==> src/rtl/trng_stream_rx.sv <==
// Purpose: capture the tinytrng serial stream (bclk/random pins), deserialize MSB-first, health-check, buffer bytes.
// Latency: pin bclk rise to sample event 2-3 clk; a completed byte is visible at the FIFO head one cycle later.
// Backpressure: valid/ready consumer; bytes arriving while the FIFO is full (and not popping) are dropped, setting overflow.
module trng_stream_rx #(
    parameter int FIFO_DEPTH = 4,
    parameter int REP_LIMIT  = 32
) (
    input  logic                          clk,
    input  logic                          resetn,
    input  logic                          random,
    input  logic                          bclk,
    output logic [7:0]                    data,
    output logic                          valid,
    input  logic                          ready,
    output logic [$clog2(FIFO_DEPTH):0]   level,
    output logic                          overflow,
    output logic                          health_fail,
    input  logic                          clear
);

    localparam int AW = $clog2(FIFO_DEPTH);
    localparam int LW = AW + 1;
    localparam logic [7:0]    REP_MAX = 8'(REP_LIMIT);
    localparam logic [LW-1:0] LVL_FULL = LW'(FIFO_DEPTH);

    // pin synchronizers and edge detect
    logic       bclk_s1, bclk_s2, bclk_prev;
    logic       rnd_s1, rnd_s2;
    logic [1:0] settle;

    // deserializer
    logic [2:0] bitcnt;
    logic [6:0] shreg;

    // repetition-count health test
    logic [7:0] run;
    logic [7:0] run_next;
    logic       run_hist;
    logic       last_bit;

    // byte FIFO
    logic [7:0]    mem [FIFO_DEPTH];
    logic [AW-1:0] wr_ptr, rd_ptr;

    logic       sample;
    logic       byte_done;
    logic [7:0] byte_new;
    logic       hf_set;
    logic       full;
    logic       pop;
    logic       push;
    logic       ovf_set;

    // Two-flop synchronizers. bclk_prev is held high until the synchronizer has
    // filled with the real pin value, so a bclk already high at reset release
    // never looks like a rising edge.
    always_ff @(posedge clk) begin
        if (!resetn) begin
            bclk_s1   <= 1'b0;
            bclk_s2   <= 1'b0;
            rnd_s1    <= 1'b0;
            rnd_s2    <= 1'b0;
            bclk_prev <= 1'b1;
            settle    <= 2'd0;
        end else begin
            bclk_s1   <= bclk;
            bclk_s2   <= bclk_s1;
            rnd_s1    <= random;
            rnd_s2    <= rnd_s1;
            bclk_prev <= (settle == 2'd2) ? bclk_s2 : 1'b1;
            if (settle != 2'd2)
                settle <= settle + 2'd1;
        end
    end

    // Sample event, byte completion and run-length bookkeeping for this cycle
    always_comb begin
        sample    = bclk_s2 & ~bclk_prev;
        byte_done = sample && (bitcnt == 3'd7);
        byte_new  = {shreg, rnd_s2};
        run_next  = 8'd1;
        if (run_hist && (rnd_s2 == last_bit))
            run_next = (run == REP_MAX) ? run : run + 8'd1;
        hf_set    = sample && (run_next == REP_MAX);
        full      = (level == LVL_FULL);
        pop       = valid && ready;
        push      = byte_done && !health_fail && !hf_set && (!full || pop);
        ovf_set   = byte_done && !health_fail && !hf_set && full && !pop;
    end

    // Shift register and bit counter keep byte alignment regardless of health state
    always_ff @(posedge clk) begin
        if (!resetn) begin
            bitcnt <= 3'd0;
            shreg  <= 7'd0;
        end else if (sample) begin
            bitcnt <= bitcnt + 3'd1;
            shreg  <= byte_new[6:0];
        end
    end

    // Run counter; clear forgets history so the next bit starts a fresh run
    always_ff @(posedge clk) begin
        if (!resetn) begin
            run      <= 8'd0;
            run_hist <= 1'b0;
            last_bit <= 1'b0;
        end else if (clear) begin
            run      <= 8'd0;
            run_hist <= 1'b0;
        end else if (sample) begin
            run      <= run_next;
            run_hist <= 1'b1;
            last_bit <= rnd_s2;
        end
    end

    // Sticky flags; a set in the same cycle as clear wins
    always_ff @(posedge clk) begin
        if (!resetn) begin
            overflow    <= 1'b0;
            health_fail <= 1'b0;
        end else begin
            overflow    <= ovf_set | (overflow & ~clear);
            health_fail <= hf_set | (health_fail & ~clear);
        end
    end

    // FIFO pointers and occupancy
    always_ff @(posedge clk) begin
        if (!resetn) begin
            wr_ptr <= '0;
            rd_ptr <= '0;
            level  <= '0;
        end else begin
            if (push)
                wr_ptr <= wr_ptr + 1'b1;
            if (pop)
                rd_ptr <= rd_ptr + 1'b1;
            case ({push, pop})
                2'b10:   level <= level + 1'b1;
                2'b01:   level <= level - 1'b1;
                default: level <= level;
            endcase
        end
    end

    // FIFO storage; contents are don't-care until written
    always_ff @(posedge clk) begin
        if (push)
            mem[wr_ptr] <= byte_new;
    end

    // First-word-fall-through head
    always_comb begin
        valid = (level != '0);
        data  = mem[rd_ptr];
    end

endmodule

==> config.mk <==
export PLATFORM = sky130hd
export DESIGN_NAME = trng_stream_rx
export DESIGN_NICKNAME = d
export VERILOG_FILES = /design/src/rtl/trng_stream_rx.sv
export SDC_FILE = /design/constraint.sdc
export NUM_CORES = 1
export LEC_CHECK = 0
export ABC_AREA = 1
export CORE_UTILIZATION = 35
export CTS_CLUSTER_DIAMETER = 150
export CTS_CLUSTER_SIZE = 30
export DETAILED_ROUTE_END_ITERATION = 10
export PLACE_DENSITY = 0.6
export SYNTH_ARGS = -nofsm -noshare
export SYNTH_HDL_FRONTEND = slang
export SYNTH_SLANG_ARGS = --single-unit
==> constraint.sdc <==
create_clock -name clk -period 5.5 [get_ports clk]
set_clock_uncertainty 0.15 [all_clocks]
set_input_delay 0.55 -clock clk [delete_from_list [all_inputs] [get_ports clk]]
set_output_delay 0.55 -clock clk [all_outputs]
set_load 0.1 [all_outputs]
==> flow_summary.json <==
{
  "cp_max_fo": 17,
  "synth_top_family_by_area": "simple AND/OR/NAND/NOR gates",
  "drt-total-wl_um": 5424,
  "multi_input_comb_area_um2": 1101,
  "h-tree-depth": 3,
  "path_cells": "inv_1 -> o21ai_0 -> o22ai_1 -> clkdlybuf4s50_1",
  "hpwl_um": 3768,
  "post_cts_buffers": 0,
  "synthSimpleGateAreaFrac_pct": 17.41,
  "drt-initial-drc-count": 80,
  "antenna_found_initial": 0,
  "row_count": 33,
  "ant_nets": 0,
  "fin_nets": 361,
  "place.gp.congestion": 0.8373,
  "crit_slowest_cell": "clkdlybuf4s50_1",
  "syn_nets": 338,
  "fmax_mhz": 299.1,
  "power_density_nw_per_um2": 321.8,
  "final_hold_viol_count": 0,
  "rrSetupSlack_ps": 2650,
  "cts_tree": "done",
  "worstPathArrival_ps": 2640,
  "num_io_pins": 20,
  "cpPeakStageDelay_ps": 1160,
  "ys_top_cells_by_count": "43 x nor2_1, 41 x o21ai_0, 38 x dfxtp_1, 38 x inv_1, 36 x nand2_1",
  "crit_path_end_kind": "output port",
  "post_cts_resized": 0,
  "cts_buffers": 9,
  "clock_latency_ps": 340,
  "seqCellArea_um2": 1722,
  "tightest_slew_ps": 988.1,
  "yosys.area.top_type": "edfxtp_1",
  "portBuffers": 19,
  "slew_headroom_pct": 33.92,
  "synth_fa_ha_area_share_pct": 4.776,
  "fp.dieH_um": 95.19,
  "viasPerCell": 4.665,
  "path_class": "reg -> out",
  "fin_cells": 454,
  "wire_per_inst_um": 11.95,
  "status": "finished, final reports clean",
  "drive_gt1_share_pct": 12.32,
  "synth_top_flop_cell": "dfxtp_1",
  "vias": 2118,
  "muxShareOfSynthArea_pct": 0,
  "first_pass_iters": 4,
  "die_area_um2": 9060,
  "synth.area.top_cells": "edfxtp_1 32%, dfxtp_1 25%, o21ai_0 6.8%",
  "rsz0062_at_grt": "no",
  "min_path_type": "reg -> reg",
  "ys_seq_area_share_pct": 56.65,
  "synth-edff-count": 32,
  "nFillCells": 827,
  "fin_crit_sh_pct": 60.79,
  "min_period_ps": 3343,
  "cellLeakagePower_nw": 1.303,
  "yosysWarnings": 0,
  "grt_first_pass_wirelength_um": 8887,
  "grt_pass1_vias": 1959,
  "synth_xor_area_share_pct": 0.2882,
  "yosysMostFrequentCell": "nor2_1",
  "clk_pin_slew_ps": 80,
  "dpl.cell_count": 438,
  "syn_avg_cell_area_um2": 9.468,
  "syn_inst": 321,
  "postCtsHoldBufs": 0,
  "synth_compound_area_share_pct": 13.75,
  "ys_seq_elements": 70,
  "cts_sinks": 70,
  "grt_use_total_pct": 13.29,
  "synth_top_area_share_pct": 31.62,
  "ys_async_sr_fraction_pct": 0,
  "setup.worst_path.start_class": "flip-flop",
  "worstPathRequired_ps": 4800,
  "core-area_um2": 8299,
  "die_w_um": 95.19,
  "drc_errors": 0,
  "clock-root-buffer": "clkbuf_8",
  "grt-ovfl-total": 0,
  "start_util_pct": 36.62,
  "cts_buffer_depth": 2,
  "drv_slew": 0,
  "synth.distinct_cells": 29,
  "grt_max_degree": 27,
  "cap_violations": 0,
  "netlist_area_um2": 3039,
  "syn_to_final_growth_pct": 16.10,
  "finalSetupViolations": 0,
  "peakVddDrop_mv": 0.1323,
  "tns_ps": 0,
  "antenna_cells": 0
}
==> worst max-delay path: cells and delay by family (launching register included) <==
family          cells  cell delay [ps]
buf+inv             2             1550
compound gates      2              280
flops               1              470
==> logic make-up after synthesis <==
kind of cell | Yosys count
xor+xnor | 1
buf+inv | 52
simple gates | 109
flops | 70
compound gates | 78
fa+ha+maj | 11
==> cell usage in the layout (no fill, tap or decap) <==
master            n
nand2_4           1
inv_2             5
nor2_4            2
o21ai_0          41
o211ai_1          1
a21oi_2           1
bufinv_16         1
xor2_1            1
inv_1            38
o22ai_1           9
clkinv_4          1
clkdlybuf4s50_1  19
edfxtp_1         32
nand4_1           4
nand3_4           2
ha_1             10
clkinvlp_4        3
nor2_2            8
clkbuf_8          9
inv_6             1
fa_1              1
nand2_1          36
o21bai_1          1
a21oi_1          19
a211oi_1          3
bufinv_8          1
nor2_1           43
dfxtp_1          38
clkinv_1          1
nand2_2           3
nand3_2           4
o21ai_1           3
buf_4             1
nand3_1           6
==> stage by stage <==
stage	area, µm²	worst slack [ps]	hold WS, ps	utilization (%)	total power [W]
floorplan	3039	2039	240.5	-	0.0007075
global placement	3331	2578	247.3	40.13	0.0007414
detailed placement	3331	2503	250.3	40.13	0.0007452
CTS	3528	2110	270.4	42.51	0.001154
global route	3528	1983	293.2	42.51	0.001187
finish	3528	2157	266.3	42.51	0.001136
==> sequential cells by signal, indices dropped and copies added (netlist names), named ones only <==
name	flops
settle	2
run_hist	1
bclk_s2	1
bclk_s1	1
bitcnt	3
mem	32
shreg	7
bclk_prev	1
rd_ptr	2
health_fail	1
rnd_s2	1
overflow	1
last_bit	1
wr_ptr	2
run	8
rnd_s1	1
level	3
==> cell type report <==
| cell class | instances | area share [%] |
|---|---|---|
| clock buffers | 9 | 3.511 |
| clock inverters | 7 | 2.092 |
| inverters | 44 | 5.071 |
| multi-input cells | 199 | 31.21 |
| flip-flops and latches | 70 | 48.79 |
| well taps | 105 | 3.723 |
| repair buffers | 20 | 5.603 |
==> layer usage <==
layer	global-route usage [%]	up-vias	routed length [µm]
met5	0	-	0
met4	6.439	0	80
met3	4.226	8	167
met2	21.61	26	2505
met1	15.84	962	2670
li1	-	1122	-
==> power breakdown <==
group	switching, W	internal, W	total, W	leakage [nW]
registers	0.0000157	0.000557	0.000573	0.571
logic	0.000120	0.0000395	0.000159	0.643
clock network	0.000194	0.000210	0.000404	0.0895
==> final timing paths <==
| kind | start | depth (start not counted) | endpoint |
|---|---|---|---|
| worst min-delay path | rnd_s1$_SDFF_PN0_ | 2 | rnd_s2$_SDFF_PN0_ |
| worst min register to register | rnd_s1$_SDFF_PN0_ | 2 | rnd_s2$_SDFF_PN0_ |
| worst max register to register | run[0]$_SDFFE_PP0P_ | 17 | level[2]$_SDFFE_PN0P_ |
| worst max-delay path | flip-flop | 4 | data[0] |
Note: power is estimated with default switching activity, not from simulation.
